File: src/rtl/uart_rx_fifo_hs.sv
// Receiver-side req/ack handshake feeding a synchronous byte FIFO with a registered read port.
// A byte that arrives while the FIFO is full is dropped and the sticky overflow flag is raised.
module uart_rx_fifo_hs #(
  parameter int ADDR_W = 4
) (
  input  logic              sys_clk,
  input  logic              sys_rst_n,
  input  logic              uart_rec_req,
  output logic              uart_rec_ack,
  input  logic [7:0]        uart_data_in,
  input  logic              rd_en,
  output logic [7:0]        rd_data,
  output logic              rd_valid,
  output logic              empty,
  output logic              full,
  output logic [ADDR_W:0]   level,
  output logic              overflow,
  input  logic              ovf_clr
);

  // Handshake: 4-phase. req high means uart_data_in is valid and stable; ack rises once
  // the byte has been taken (written or dropped) and falls only after req has been seen low.
  typedef enum logic {IDLE = 1'b0, WAIT_LOW = 1'b1} state_t;

  localparam logic [ADDR_W:0] FULL_LVL = {1'b1, {ADDR_W{1'b0}}};

  state_t              state_q, state_d;
  logic                req_s1_q, req_s2_q;
  logic [7:0]          mem_q [2**ADDR_W];
  logic [ADDR_W-1:0]   wr_ptr_q, rd_ptr_q;
  logic [ADDR_W:0]     level_q, level_d;
  logic                empty_q, full_q, ovf_q, ovf_d;
  logic [7:0]          rd_data_q;
  logic                rd_valid_q;
  logic                wr_att, wr_ok, wr_drop, rd_ok;

  always_ff @(posedge sys_clk or negedge sys_rst_n) begin
    if (!sys_rst_n) begin
      req_s1_q <= 1'b0;
      req_s2_q <= 1'b0;
      state_q  <= IDLE;
    end else begin
      req_s1_q <= uart_rec_req;
      req_s2_q <= req_s1_q;
      state_q  <= state_d;
    end
  end

  always_comb begin
    state_d = state_q;
    wr_att  = 1'b0;
    case (state_q)
      IDLE: begin
        if (req_s2_q) begin
          wr_att  = 1'b1;
          state_d = WAIT_LOW;
        end
      end
      WAIT_LOW: begin
        if (!req_s2_q) state_d = IDLE;
      end
      default: state_d = IDLE;
    endcase
  end

  // A read frees a slot in the same cycle, so a full FIFO can still accept a write.
  always_comb begin
    rd_ok   = rd_en & ~empty_q;
    wr_ok   = wr_att & (~full_q | rd_ok);
    wr_drop = wr_att & ~wr_ok;
    level_d = level_q;
    case ({wr_ok, rd_ok})
      2'b10:   level_d = level_q + (ADDR_W+1)'(1);
      2'b01:   level_d = level_q - (ADDR_W+1)'(1);
      default: level_d = level_q;
    endcase
    ovf_d = ovf_q;
    if (wr_drop)      ovf_d = 1'b1;
    else if (ovf_clr) ovf_d = 1'b0;
  end

  always_ff @(posedge sys_clk) begin
    if (wr_ok) mem_q[wr_ptr_q] <= uart_data_in;
  end

  always_ff @(posedge sys_clk or negedge sys_rst_n) begin
    if (!sys_rst_n) begin
      wr_ptr_q   <= '0;
      rd_ptr_q   <= '0;
      level_q    <= '0;
      empty_q    <= 1'b1;
      full_q     <= 1'b0;
      ovf_q      <= 1'b0;
      rd_data_q  <= 8'h00;
      rd_valid_q <= 1'b0;
    end else begin
      if (wr_ok) wr_ptr_q <= wr_ptr_q + ADDR_W'(1);
      if (rd_ok) begin
        rd_ptr_q  <= rd_ptr_q + ADDR_W'(1);
        rd_data_q <= mem_q[rd_ptr_q];
      end
      rd_valid_q <= rd_ok;
      level_q    <= level_d;
      empty_q    <= (level_d == '0);
      full_q     <= (level_d == FULL_LVL);
      ovf_q      <= ovf_d;
    end
  end

  assign uart_rec_ack = (state_q == WAIT_LOW);
  assign rd_data      = rd_data_q;
  assign rd_valid     = rd_valid_q;
  assign empty        = empty_q;
  assign full         = full_q;
  assign level        = level_q;
  assign overflow     = ovf_q;

endmodule
File: config.mk
export PLATFORM = sky130hd
export DESIGN_NAME = uart_rx_fifo_hs
export DESIGN_NICKNAME = d
export VERILOG_FILES = /design/src/rtl/uart_rx_fifo_hs.sv
export SDC_FILE = /design/constraint.sdc
export NUM_CORES = 1
export LEC_CHECK = 0
export ABC_AREA = 1
export CAP_MARGIN = 20
export CORE_UTILIZATION = 60
export DETAILED_ROUTE_END_ITERATION = 10
export GPL_TIMING_DRIVEN = 0
export PLACE_DENSITY = 0.89
export SLEW_MARGIN = 40
export SYNTH_ARGS = -nofsm -noshare
export SYNTH_HDL_FRONTEND = slang
export SYNTH_SLANG_ARGS = --single-unit
File: constraint.sdc
create_clock -name sys_clk -period 3.3 [get_ports sys_clk]
set_clock_uncertainty 0.15 [all_clocks]
set_input_delay 0.495 -clock sys_clk [delete_from_list [all_inputs] [get_ports sys_clk]]
set_output_delay 0.495 -clock sys_clk [all_outputs]
set_load 0.01 [all_outputs]
==> results.md <==
- Ant. Diodes: 0
- Ys async rst share: 0.179
- Die Y: about 110 um
- Worst reg2reg startpoint: empty
- Startpoint type of the worst setup path: input port
- Post-synth EDFFs: approximately 130
- Endpoint, Worst Hold: req_s2_q
- Synthesized Nets: roughly 600
- Slew Viols, Final: 0
- Initial Util: 0.622
- Area Growth Syn to Fin: 15.7%
- Internal power: slightly above 4000 uW
- Hold Path Class: reg -> reg
- R2R depth: 14
- CTS max path bufs: 2
- H-Tree Depth: 4
- Placed Area: just under 7000 um2
- # clock sinks: 156
- Crit path capture type: flop
- Overall routed net length: between 15000 and 20000 um
- Final Wtd Congestion: 0.930
- LEAKAGE: about 0.0029 uW
- Worst Tran Pin Value: a little over 0.8 ns
- Die area: 11200 um2
- Final antenna-violating net count: 0
- Hold path start: req_s1_q
- Status: finished, final reports clean
- Die Wd: ~110 um
- Multi-input logic area: roughly 1700 um2
- Seq cells post-synth: ~160
- Sequential share of power: 0.376
- Hold Fails Final Rpt: 0
- Fmax: 350 MHz
- CTS tree: built
- Syn. warnings: 0
- P_sw: approximately 2600 uW
- Core ar.: 10400 um2
- GRT Total Usage: 0.300
- Hold path depth: 0
- Layout fillers: 640
- Cells after synthesis: about 570
- Post-cts sizing count: 0
- Slew margin rel.: 0.450
- Clock slew at reported path FFs: 0.07 ns
- Grt total ovfl: 0
- Max Cap Viol: 0
- # rows: 37
- Crit path max fanout: 12
- DR vias/cell: approximately 6
- Num CTS Buffers: 17
- Post-synthesis cell type count: 25
- Final TNS setup: 0 ns
- CP Class: in -> reg
- Worst R2R End: full
- Combinational group share of total power: 0.365
- CTS root buf: clkbuf_8
- Net Sw Frac: 0.387
- I/O Buffers: 30
- Final period util: 0.865
- Seq/Total Area, Yosys: 0.704
- Final instance area: approximately 7500 um2
- Initial DRC count: around 840
- Nets: 644
- # Post-CTS Setup Buffers: 0
- Largest net degree at the start of global routing: 29
- Clock Power Share: 0.259
- Initial antenna violation count: 0
- Share of layout cells above drive strength 1: 0.0991
- Remaining DRCs: 0
- Max rail drop VDD: 0.568 mV
- Reg2Reg Setup Slack: ~0.48 ns
- Syn Std Cell Area: 6450 um2
- Final HPWL DP: 9700 um
- DR WL/cell: between 20 and 25 um
- CP startpoint: rd_en
- Register area: ~4500 um2
- Worst EP required: approximately 3.6 ns
- Final Setup Violations: 0
- Syn avg cell area: ~11 um2
- Routed vias: 4727
- RSZ-0062 raised after global routing: no
- Cts hold-fix bufs: 1
- Ports: 31
- Vias in the first global route: approximately 4.4k
- PD cells: between 800 and 900 nW/um2
- First-pass GRT wire length: roughly 24000 um
- DR pass1 iterations: 6
- Arrival @ worst endpoint: ~3.2 ns
- Minimum clock period: approximately 2.9 ns
- Ys flop type: edfxtp_1
- Skew-Pair Late Insertion Delay: approximately 0.55 ns
==> per-stage QoR <==
stage | utilization | total power [uW] | cells | hold WS [ns] | setup WS [ns]
2_1_floorplan | - | 4040 | 573 | 0.0494 | 0.754
3_3_place_gp | 0.668 | 4760 | 739 | 0.184 | -0.0106
3_5_place_dp | 0.667 | 4880 | 739 | 0.194 | -0.102
4_1_cts | 0.719 | 6640 | 772 | 0.209 | 0.450
5_1_grt | 0.720 | 7020 | 772 | 0.217 | 0.187
6_report | 0.720 | 6720 | 772 | 0.207 | 0.447
==> worst max-delay path by stage <==
stage / to / cells after the start
2_1_floorplan: full / 14
3_3_place_gp: full / 17
3_5_place_dp: full / 14
4_1_cts: full / 14
5_1_grt: full / 14
6_report: full / 14
==> sequential cells by signal (all words and copies together) (netlist names) <==
name,cells
rd_valid,1
mem_q,128
req_s2_q,1
req_s1_q,1
rd_ptr_q,4
full,1
level,5
uart_rec_ack,1
overflow,1
wr_ptr_q,4
empty,1
rd_data,8
==> power by group through the flow <==
stage | registers (uW) | clock network, uW | logic [uW]
2_1_floorplan | 2560 | 0 | 1470
3_3_place_gp | 2540 | 0 | 2220
3_5_place_dp | 2560 | 0 | 2330
4_1_cts | 2520 | 1740 | 2380
5_1_grt | 2550 | 1820 | 2660
6_report | 2530 | 1740 | 2450
==> worst max-delay path: stages <==
cell	delay, ns
clkdlybuf4s50_1	0.45
inv_1	0.06
nor2_4	0.17
buf_1	0.44
ha_1	0.38
nor2_1	0.11
nor2_1	0.16
ha_1	0.25
nand2_1	0.07
nand2_1	0.06
or2_1	0.23
nor2_1	0.10
nand3_1	0.11
nor2_1	0.10
==> cells in the mapped netlist, types with 2 or more instances <==
| cell type | number | area [um2] |
|---|---|---|
| nand3_1 | 105 | 526 |
| clkbuf_1 | 2 | 7.51 |
| nand4_1 | 4 | 25.0 |
| dfrtp_1 | 27 | 676 |
| buf_2 | 14 | 70.1 |
| nand2_1 | 187 | 702 |
| ha_1 | 8 | 100 |
| a21oi_1 | 16 | 80.1 |
| xor2_1 | 6 | 52.6 |
| buf_6 | 4 | 45.0 |
| inv_1 | 19 | 71.3 |
| buf_1 | 4 | 15.0 |
| edfxtp_1 | 128 | 3840 |
| nor2_1 | 31 | 116 |
| inv_2 | 4 | 15.0 |
| o21ai_0 | 4 | 20.0 |
| clkinv_1 | 2 | 7.51 |
==> layer usage <==
layer | wire length, um | up-vias | track usage
li1 | - | 2069 | -
met4 | 758 | 0 | 0.153
met1 | 5700 | 2205 | 0.393
met5 | 0 | - | 0
met2 | 7340 | 377 | 0.470
met3 | 1830 | 76 | 0.0742
==> final cells by class <==
class	count	share of cell area
Clock inverter	15	0.0156
Timing Repair Buffer	31	0.0409
Buffer	25	0.0194
Clock buffer	17	0.0554
Multi-Input combinational cell	367	0.225
Inverter	25	0.0126
Sequential cell	156	0.609
Tap cell	136	0.0228
==> cells in the final DEF (no fill, tap or decap), types with 3 or more instances in the layout <==
master,synthesis,final
inv_1,19,19
buf_1,4,4
nand4_1,4,4
nor2_2,1,5
inv_6,0,4
xor2_1,6,6
nand2_1,187,187
edfxtp_1,128,128
clkbuf_16,0,16
clkinv_4,0,3
clkdlybuf4s50_1,0,29
o21ai_0,4,4
buf_2,14,15
a21oi_1,16,16
clkinv_1,2,3
inv_2,4,4
nor2_1,31,27
dfrtp_1,27,27
ha_1,8,8
buf_6,4,4
nand3_1,105,105
clkinvlp_4,0,4
==> logic make-up after synthesis <==
group / synth area share
compound gates: 0.0169
xor+xnor: 0.00950
fa+ha+maj: 0.0155
buf+inv: 0.0370
flops: 0.704
simple gates: 0.217
Note: power is estimated with default switching activity, not from simulation.
